## config.mk

```make
export PLATFORM = sky130hd
export DESIGN_NAME = load_store_unit
export DESIGN_NICKNAME = d
export VERILOG_FILES = /design/src/rtl/load_store_unit.sv
export SDC_FILE = /design/constraint.sdc
export NUM_CORES = 1
export LEC_CHECK = 0
export ABC_AREA = 1
export CAP_MARGIN = 20
export CORE_ASPECT_RATIO = 1.4
export CORE_MARGIN = 2
export CORE_UTILIZATION = 47
export CTS_CLUSTER_SIZE = 20
export DETAILED_ROUTE_END_ITERATION = 12
export GPL_TIMING_DRIVEN = 0
export PLACE_DENSITY = 0.83
export SYNTH_ARGS = -nofsm -noshare
export SYNTH_HDL_FRONTEND = slang
export SYNTH_SLANG_ARGS = --single-unit
```

## constraint.sdc

```tcl
create_clock -name clk -period 4.9 [get_ports clk]
set_clock_uncertainty 0.15 [all_clocks]
set_input_delay 0.98 -clock clk [delete_from_list [all_inputs] [get_ports clk]]
set_output_delay 0.98 -clock clk [all_outputs]
set_load 0.02 [all_outputs]
```

## src/rtl/load_store_unit.sv

```systemverilog
// RV32I memory-stage load/store unit: effective address, legality checks,
// one-cycle data_memory strobe and a registered valid/ready response.
module load_store_unit #(
    parameter int unsigned MEM_SIZE_BYTES = 1024
) (
    input  logic        clk,
    input  logic        rst,
    input  logic        req_valid,
    output logic        req_ready,
    input  logic        req_is_store,
    input  logic [2:0]  req_funct3,
    input  logic [31:0] req_base,
    input  logic [31:0] req_offset,
    input  logic [31:0] req_store_data,
    input  logic [4:0]  req_rd,
    output logic        rsp_valid,
    input  logic        rsp_ready,
    output logic [31:0] rsp_load_data,
    output logic [4:0]  rsp_rd,
    output logic        rsp_is_store,
    output logic        rsp_misaligned,
    output logic        rsp_fault,
    output logic [31:0] rsp_fault_addr,
    output logic        mem_read,
    output logic        mem_write,
    output logic [31:0] mem_addr,
    output logic [31:0] mem_write_data,
    output logic [2:0]  mem_funct3,
    input  logic [31:0] mem_read_data
);

    typedef enum logic [1:0] {IDLE, ACCESS, RESP} state_t;

    state_t      state, state_next;
    logic        accept;

    logic [31:0] addr_q, wdata_q, load_data_q;
    logic [2:0]  f3_q;
    logic [4:0]  rd_q;
    logic        st_q, mis_q, fault_q;

    logic [31:0] eff_addr;
    logic [32:0] end_addr;
    logic [2:0]  size;
    logic        f3_legal, misaligned, out_of_range, err_mis, err_fault;

    assign eff_addr = req_base + req_offset;

    always_comb begin
        f3_legal = req_is_store ? (req_funct3 inside {3'b000, 3'b001, 3'b010})
                                : (req_funct3 inside {3'b000, 3'b001, 3'b010, 3'b100, 3'b101});
        case (req_funct3[1:0])
            2'b00:   size = 3'd1;
            2'b01:   size = 3'd2;
            default: size = 3'd4;
        endcase
        misaligned = (req_funct3[1:0] == 2'b01 && eff_addr[0]) ||
                     (req_funct3[1:0] == 2'b10 && eff_addr[1:0] != 2'b00);
        // 33-bit sum so an address that wraps past 2^32 still reads as out of range
        end_addr     = {1'b0, eff_addr} + {30'd0, size};
        out_of_range = end_addr > 33'(MEM_SIZE_BYTES);
        err_mis      = f3_legal && misaligned;
        err_fault    = !f3_legal || (!misaligned && out_of_range);
    end

    always_comb begin
        state_next = state;
        accept     = 1'b0;
        case (state)
            IDLE: begin
                if (req_valid) begin
                    accept     = 1'b1;
                    state_next = (err_mis || err_fault) ? RESP : ACCESS;
                end
            end
            ACCESS:  state_next = RESP;
            RESP:    if (rsp_ready) state_next = IDLE;
            default: state_next = IDLE;
        endcase
    end

    always_ff @(posedge clk) begin
        if (rst) state <= IDLE;
        else     state <= state_next;
    end

    always_ff @(posedge clk) begin
        if (rst) begin
            addr_q      <= '0;
            wdata_q     <= '0;
            load_data_q <= '0;
            f3_q        <= '0;
            rd_q        <= '0;
            st_q        <= 1'b0;
            mis_q       <= 1'b0;
            fault_q     <= 1'b0;
        end else begin
            if (accept) begin
                addr_q      <= eff_addr;
                wdata_q     <= req_store_data;
                f3_q        <= req_funct3;
                rd_q        <= req_rd;
                st_q        <= req_is_store;
                mis_q       <= err_mis;
                fault_q     <= err_fault;
                load_data_q <= '0;
            end
            if (state == ACCESS && !st_q)
                load_data_q <= mem_read_data;
            if (state == RESP && rsp_ready) begin
                mis_q       <= 1'b0;
                fault_q     <= 1'b0;
                load_data_q <= '0;
            end
        end
    end

    assign req_ready      = (state == IDLE);
    assign rsp_valid      = (state == RESP);
    assign rsp_load_data  = load_data_q;
    assign rsp_rd         = rd_q;
    assign rsp_is_store   = st_q;
    assign rsp_misaligned = mis_q;
    assign rsp_fault      = fault_q;
    assign rsp_fault_addr = addr_q;

    // Strobe is masked by reset so a reset during ACCESS never commits a store
    assign mem_read       = (state == ACCESS) && !st_q && !rst;
    assign mem_write      = (state == ACCESS) &&  st_q && !rst;
    assign mem_addr       = addr_q;
    assign mem_write_data = wdata_q;
    assign mem_funct3     = f3_q;

endmodule
```

==> impl_metrics.json, run 1 <==
{
  "crit_family": "simple AND/OR/NAND/NOR gates",
  "path_max_fanout": 4,
  "r2r_end": "mem_addr[5]",
  "netlist_area_um2": 8232,
  "cts_max_path_buffers": 2,
  "holdPathStages": 2,
  "via_per_inst": 5.063,
  "worstPathRequired_ps": 4960,
  "relSlewSlack_pct": 58.29,
  "clkLatencyLatePin_ps": 340,
  "dieArea_um2": 18600,
  "layout_min_cycle_time_ps": 4621,
  "path_cells": "clkdlybuf4s50_1 -> ha_2 -> inv_1 -> fa_1 -> xnor2_2 -> ha_1 -> nand3_1 -> nand2_1 -> nand3_1 -> nor2_2 -> nand3_2 -> nor2_4 -> nand2_1 -> nor2_4 -> nand2_1 -> nand2_1 -> nand4_1 -> nor2_1 -> nand3_1 -> nor2_4 -> nand3_2 -> nand2_1 -> a21oi_1",
  "fillCellCount": 1608,
  "cp_slowest_cell": "clkdlybuf4s50_1",
  "syn_inst": 1349,
  "crit_top_cell": "nand2_1",
  "yosysMostFrequentCell": "nand2_1",
  "final_area_um2": 11690,
  "clk_pin_slew_ps": 60,
  "worstSetupEndpointType": "register",
  "power.leakage_uw": 0.005460,
  "setup_viol": 0,
  "post-route-drc-count": 0,
  "ys_ff_latch": 109,
  "ant_nets": 0,
  "status": "finished clean",
  "arrival_ps": 4680,
  "coreArea_um2": 17260,
  "synthToLayoutAreaGrowth_pct": 42.01,
  "grt_overflow": 0,
  "async_flop_share_pct": 0,
  "htreeDepth": 3,
  "hp-start": "rsp_fault",
  "power_density_nw_per_um2": 249.7,
  "synthesis.nets": 1526,
  "grt_pass1_wl_um": 44830,
  "crit_buf_inv": 2,
  "dieWidth_um": 115.9,
  "fin_total_pwr_uw": 2919,
  "grt_setup_unrepaired": "false",
  "synth_top_area_share_pct": 26.51,
  "use_met1_pct": 31.90,
  "slew_viol_final": 0,
  "ff2ff_setup_slack_ps": 2730,
  "synth_common_cells": "nand2_1, inv_1, nor2_1",
  "io_pins": 284,
  "synth_cell_types": 38,
  "final_nets": 1820,
  "top_usage_layer": "met2",
  "tightest_slew_ps": 620.8,
  "num_vias": 9528,
  "tritoncts": "done",
  "cts_made_buffers": 9,
  "grt_start_max_net_pins": 17,
  "hold_viol_final": 0,
  "grt_pass1_vias": 9372,
  "path_class": "in -> reg",
  "rows": 57,
  "fmax_mhz": 216.4,
  "min_to": "rsp_fault",
  "grt_use_met2_pct": 54.94,
  "cpPeakStageDelay_ps": 460,
  "ys_seq_area_share_pct": 26.51,
  "ir_drop_uv": 322.3,
  "io_buffers": 282,
  "cts_num_sinks": 109,
  "drive_gt1_share_pct": 9.660,
  "cts_root_buf": "clkbuf_16",
  "drt_wl_total_um": 28480,
  "synth_ff_type": "dfxtp_1",
  "wl_per_cell_um": 15.13,
  "synth-edff-count": 0,
  "drt_iter0_drc": 413,
  "r2r_cells": 7,
  "dpl.hpwl_um": 23840,
  "synth.top_cells.by_area": "dfxtp_1, nand2_1, nand3_1, inv_1, nor2_1",
  "antenna_found_initial": 0,
  "die_y_um": 160.6,
  "track_usage_pct": 30.30,
  "timing.final.crit_share_pct": 94.30,
  "postSynthAreaPerCell_um2": 6.102,
  "yosys.area.top_type": "dfxtp_1",
  "gp_congestion": 0.9558,
  "place_area_um2": 11350,
  "start_util_pct": 47.69,
  "hp-class": "reg -> reg",
  "firstDrtPassIters": 5,
  "use_met3_pct": 7.434,
  "crit_path_start": "req_base[0]",
  "worstSetupStartpointType": "input port",
  "setup_tns_ps": 0,
  "yosysWarnings": 0,
  "antenna_cells": 0,
  "reg2reg_from": "state[0]",
  "cap_violations": 0
}
[metrics by stage]
step / util, % / std cells / hold slack, ps / setup WS, ps
after CTS: 67.51 / 1881 / 320.2 / 147.0
after global placement: 65.76 / 1867 / 305.1 / -98.62
final: 67.73 / 1882 / 317.9 / 279.1
after global routing: 67.73 / 1882 / 344.8 / 23.87
after floorplan: - / 1349 / 394.0 / 926.4
after detailed placement: 65.76 / 1867 / 314.1 / -186.1
[cell type report]
cell class / instances / area (um^2) / share of cell area [%]
Multi-Input combinational cell: 977 / 4971 / 42.52
Timing Repair Buffer: 283 / 2830 / 24.21
Sequential cell: 109 / 2182 / 18.67
Inverter: 190 / 713.2 / 6.101
Buffer: 73 / 395.4 / 3.382
Tap cell: 236 / 295.3 / 2.526
Clock buffer: 10 / 229.0 / 1.959
Clock inverter: 4 / 73.82 / 0.6315
[per-layer routing]
metal / vias up / part of all wire [%]
li1: 4847 / -
met1: 4277 / 37
met2: 324 / 51
met3: 80 / 7.5
met4: 0 / 5.2
met5: - / 0
[kinds of logic after synthesis]
family          after synthesis  synth area share [%]
compound gates              147                 10.00
xor+xnor                      8                0.8512
fa+ha+maj                    36                 5.654
buf+inv                     263                 13.47
flops                       109                 26.51
simple gates                786                 43.52
[tightest hold or removal path: cells and delay by family (launching register included)]
kind	cells	cell delay, ps
compound gates	1	60
simple gates	1	60
flops	1	310
[timing repair]
item	in CTS	in global routing
hold buffers	0	0
setup endpoints to repair	0	3
gates resized for setup	0	7
setup buffers	0	1
[sequential cells by signal, summed over array words and instances, names as in the netlist, 2 cells and up]
name and count:
state 2, mem_funct3 3, mem_addr 32, rsp_rd 5
rsp_load_data 32, mem_write_data 32
[power by group]
part | total (uW) | internal (uW) | switching [uW]
clock network | 757 | 444 | 313
registers | 987 | 942 | 45.5
logic | 1170 | 483 | 691
[worst max path at each step]
stage | endpoint | slack, ps | cells after the start
after floorplan | state[1] | 930 | 23
after global placement | state[1] | -100 | 23
after detailed placement | state[1] | -190 | 23
after CTS | rsp_fault | 150 | 23
after global routing | state[1] | 20 | 24
final | rsp_fault | 280 | 23
[cells in the final DEF, fill, tap and decap left out, types with 2 or more instances in the layout]
cell type	instances
a21oi_1	60
a21oi_2	2
buf_4	33
bufinv_16	2
clkbuf_1	40
clkbuf_16	9
clkdlybuf4s50_1	282
clkinv_1	3
dfxtp_1	109
fa_1	2
ha_1	33
inv_1	165
inv_2	22
nand2_1	365
nand2_2	33
nand2_4	6
nand3_1	138
nand3_2	12
nand3b_1	2
nand4_1	27
nor2_1	157
nor2_2	14
nor2_4	15
nor3_1	6
nor3_2	2
nor4_1	3
o211ai_1	28
o21ai_0	52
o21bai_1	2
or2_2	2
xor2_1	6
Note: power is estimated with default switching activity, not from simulation.
==> run 2: changes to the inputs <==
- CAP_MARGIN: 20 -> default
- CORE_UTILIZATION: 47 -> 59
- DONT_BUFFER_PORTS: default -> 1
- PLACE_DENSITY: 0.83 -> 0.78
- clock period: 4.9 -> 4 ns (I/O delays scaled with it)
==> run 2 against run 1 <==
  * Sequential power is 33% higher
  * Non-clock buffer count is 279 lower
  * Count of clock-buffer cells in the layout stayed put
  * Critical endpoint is now state[1]
==> impl_metrics.json, run 2 (synthesized netlist as in run 1, its figures left out) <==
{
  "rows": 51,
  "io_pins": 284,
  "layout_min_cycle_time_ps": 3792,
  "antenna_found_initial": 0,
  "drive_gt1_share_pct": 12.78,
  "worstPathRequired_ps": 4070,
  "worstSetupStartpointType": "input port",
  "synthToLayoutAreaGrowth_pct": 8.208,
  "cp_slowest_cell": "fa_2",
  "antenna_cells": 0,
  "htreeDepth": 3,
  "grt_pass1_wl_um": 37910,
  "firstDrtPassIters": 5,
  "clkLatencyLatePin_ps": 340,
  "arrival_ps": 3860,
  "dieWidth_um": 103.8,
  "cts_root_buf": "clkbuf_16",
  "timing.final.crit_share_pct": 94.80,
  "drt_wl_total_um": 24360,
  "grt_pass1_vias": 7958,
  "dpl.hpwl_um": 20240,
  "crit_family": "simple AND/OR/NAND/NOR gates",
  "path_class": "in -> reg",
  "fmax_mhz": 263.7,
  "p_int_uw": 1999,
  "cap_violations": 0,
  "cts_num_sinks": 109,
  "ant_nets": 0,
  "path_cells": "ha_4 -> inv_1 -> fa_2 -> inv_2 -> fa_2 -> nand2_1 -> inv_1 -> or2_2 -> nand3_2 -> nor2_4 -> nand3_4 -> nor2_4 -> nand3_2 -> nand2_1 -> nand2_1 -> nand2_1 -> nor2_1 -> nand2_1 -> nor2_2 -> nand3_2 -> nor2_4 -> nand4_1 -> nand2_1 -> a21oi_1",
  "instances_no_fill": 1554,
  "die_y_um": 143.8,
  "netSwitchingFraction_pct": 38.79,
  "crit_top_cell": "nand2_1",
  "power_density_nw_per_um2": 366.6,
  "crit_buf_inv": 3,
  "setup_viol": 0,
  "slew_viol_final": 0,
  "via_per_inst": 5.386,
  "num_vias": 8370,
  "worstSetupEndpointType": "register",
  "ir_drop_uv": 371.4,
  "fillCellCount": 1385,
  "holdWs_ps": 434.0,
  "power_switching_uw": 1267,
  "hp-class": "reg -> reg",
  "start_util_pct": 59.72,
  "tightest_slew_ps": 969.3,
  "coreArea_um2": 13780,
  "wl_per_cell_um": 15.68,
  "status": "finished clean",
  "clkPwrFrac_pct": 28.6,
  "post-route-drc-count": 0,
  "tritoncts": "done",
  "io_buffers": 0,
  "power.leakage_uw": 0.004428,
  "pwr-share-seq_pct": 40.0,
  "combinationalPowerShare_pct": 31.4,
  "final_common_cell": "nand2_1",
  "dieArea_um2": 14930,
  "gp_congestion": 0.9593,
  "final_cell_mix": "nand2_1, inv_1, nor2_1",
  "pre_cts_slack_ps": -422.5,
  "path_max_fanout": 4,
  "cpPeakStageDelay_ps": 590,
  "drt_iter0_drc": 349,
  "hold_buffers": 0,
  "clk_pin_slew_ps": 70,
  "track_usage_pct": 31.59,
  "grt_start_max_net_pins": 20,
  "final_nets": 1541,
  "placed_cells": 1534,
  "cts_max_path_buffers": 2,
  "cts_made_buffers": 9,
  "relSlewSlack_pct": 34.78,
  "grt_overflow": 0,
  "fin_ws_ps": 207.8,
  "hold_viol_final": 0
}
-- run 2: changes by cell type in the layout (fill, tap and decap cells not counted), sizes merged --
cell and delta:
clkinv +1, inv +2, bufinv -1, clkdlybuf4s50 -282, buf +3
-- run 2: worst paths after layout --
check | startpoint | to | slack, ps | cells past startpoint
worst min-delay path | mem_write_data[29] | mem_write_data[29] | 430 | 2
worst max-delay path | req_base[0] | state[1] | 210 | 24
worst max register to register | state[1] | mem_addr[11] | 1410 | 7
worst min register to register | mem_write_data[29] | mem_write_data[29] | 430 | 2
-- run 2: layout make-up --
class	instances	area (um^2)	area share, %
well taps	185	231.5	2.599
inverters	190	713.2	8.007
clock buffers	10	239.0	2.683
multi-input cells	977	5040	56.58
flip-flops and latches	109	2182	24.50
plain buffers	73	395.4	4.439
clock inverters	6	76.32	0.8569
repair buffers	4	30.03	0.3371
-- run 2: power groups by stage --
stage | sequential, uW | clock (uW) | combinational (uW)
2_1_floorplan | 1300 | 0 | 796
3_5_place_dp | 1330 | 0 | 988
6_report | 1310 | 934 | 1030
5_1_grt | 1310 | 973 | 1160
4_1_cts | 1310 | 941 | 997
3_3_place_gp | 1330 | 0 | 976
-- run 2: per-stage QoR --
step                setup TNS, ps  utilization, %  area (um^2)  power, uW
global route               -11.07           64.62         8907       3448
detailed placement          -1160           61.40         8463       2319
floorplan                       0               -         8232       2096
CTS                             0           63.85         8801       3244
global placement            -1039           61.40         8463       2307
finish                          0           64.62         8907       3265
-- run 2: metal layers --
| layer | vias up | GRT usage (%) | wire [um] |
|---|---|---|---|
| li1 | 4288 | - | - |
| met1 | 3721 | 32.35 | 8869 |
| met2 | 293 | 59.70 | 12530 |
| met3 | 68 | 7.347 | 1770 |
| met4 | 0 | 16.57 | 1196 |
| met5 | - | 0 | 0 |
-- run 2: worst register-to-register path, delay by kind of cell (launching register included) --
kind            cells  cell delay [ps]
simple gates        2              730
buf+inv             4             1140
compound gates      1              150
flops               1              350
-- run 2: timing repair --
item | 4_1_cts | 5_1_grt
gates cloned | 0 | 0
resized for setup | 4 | 16
setup endpoints to repair | 3 | 3
setup buffers | 1 | 3
pin swaps | 1 | 13
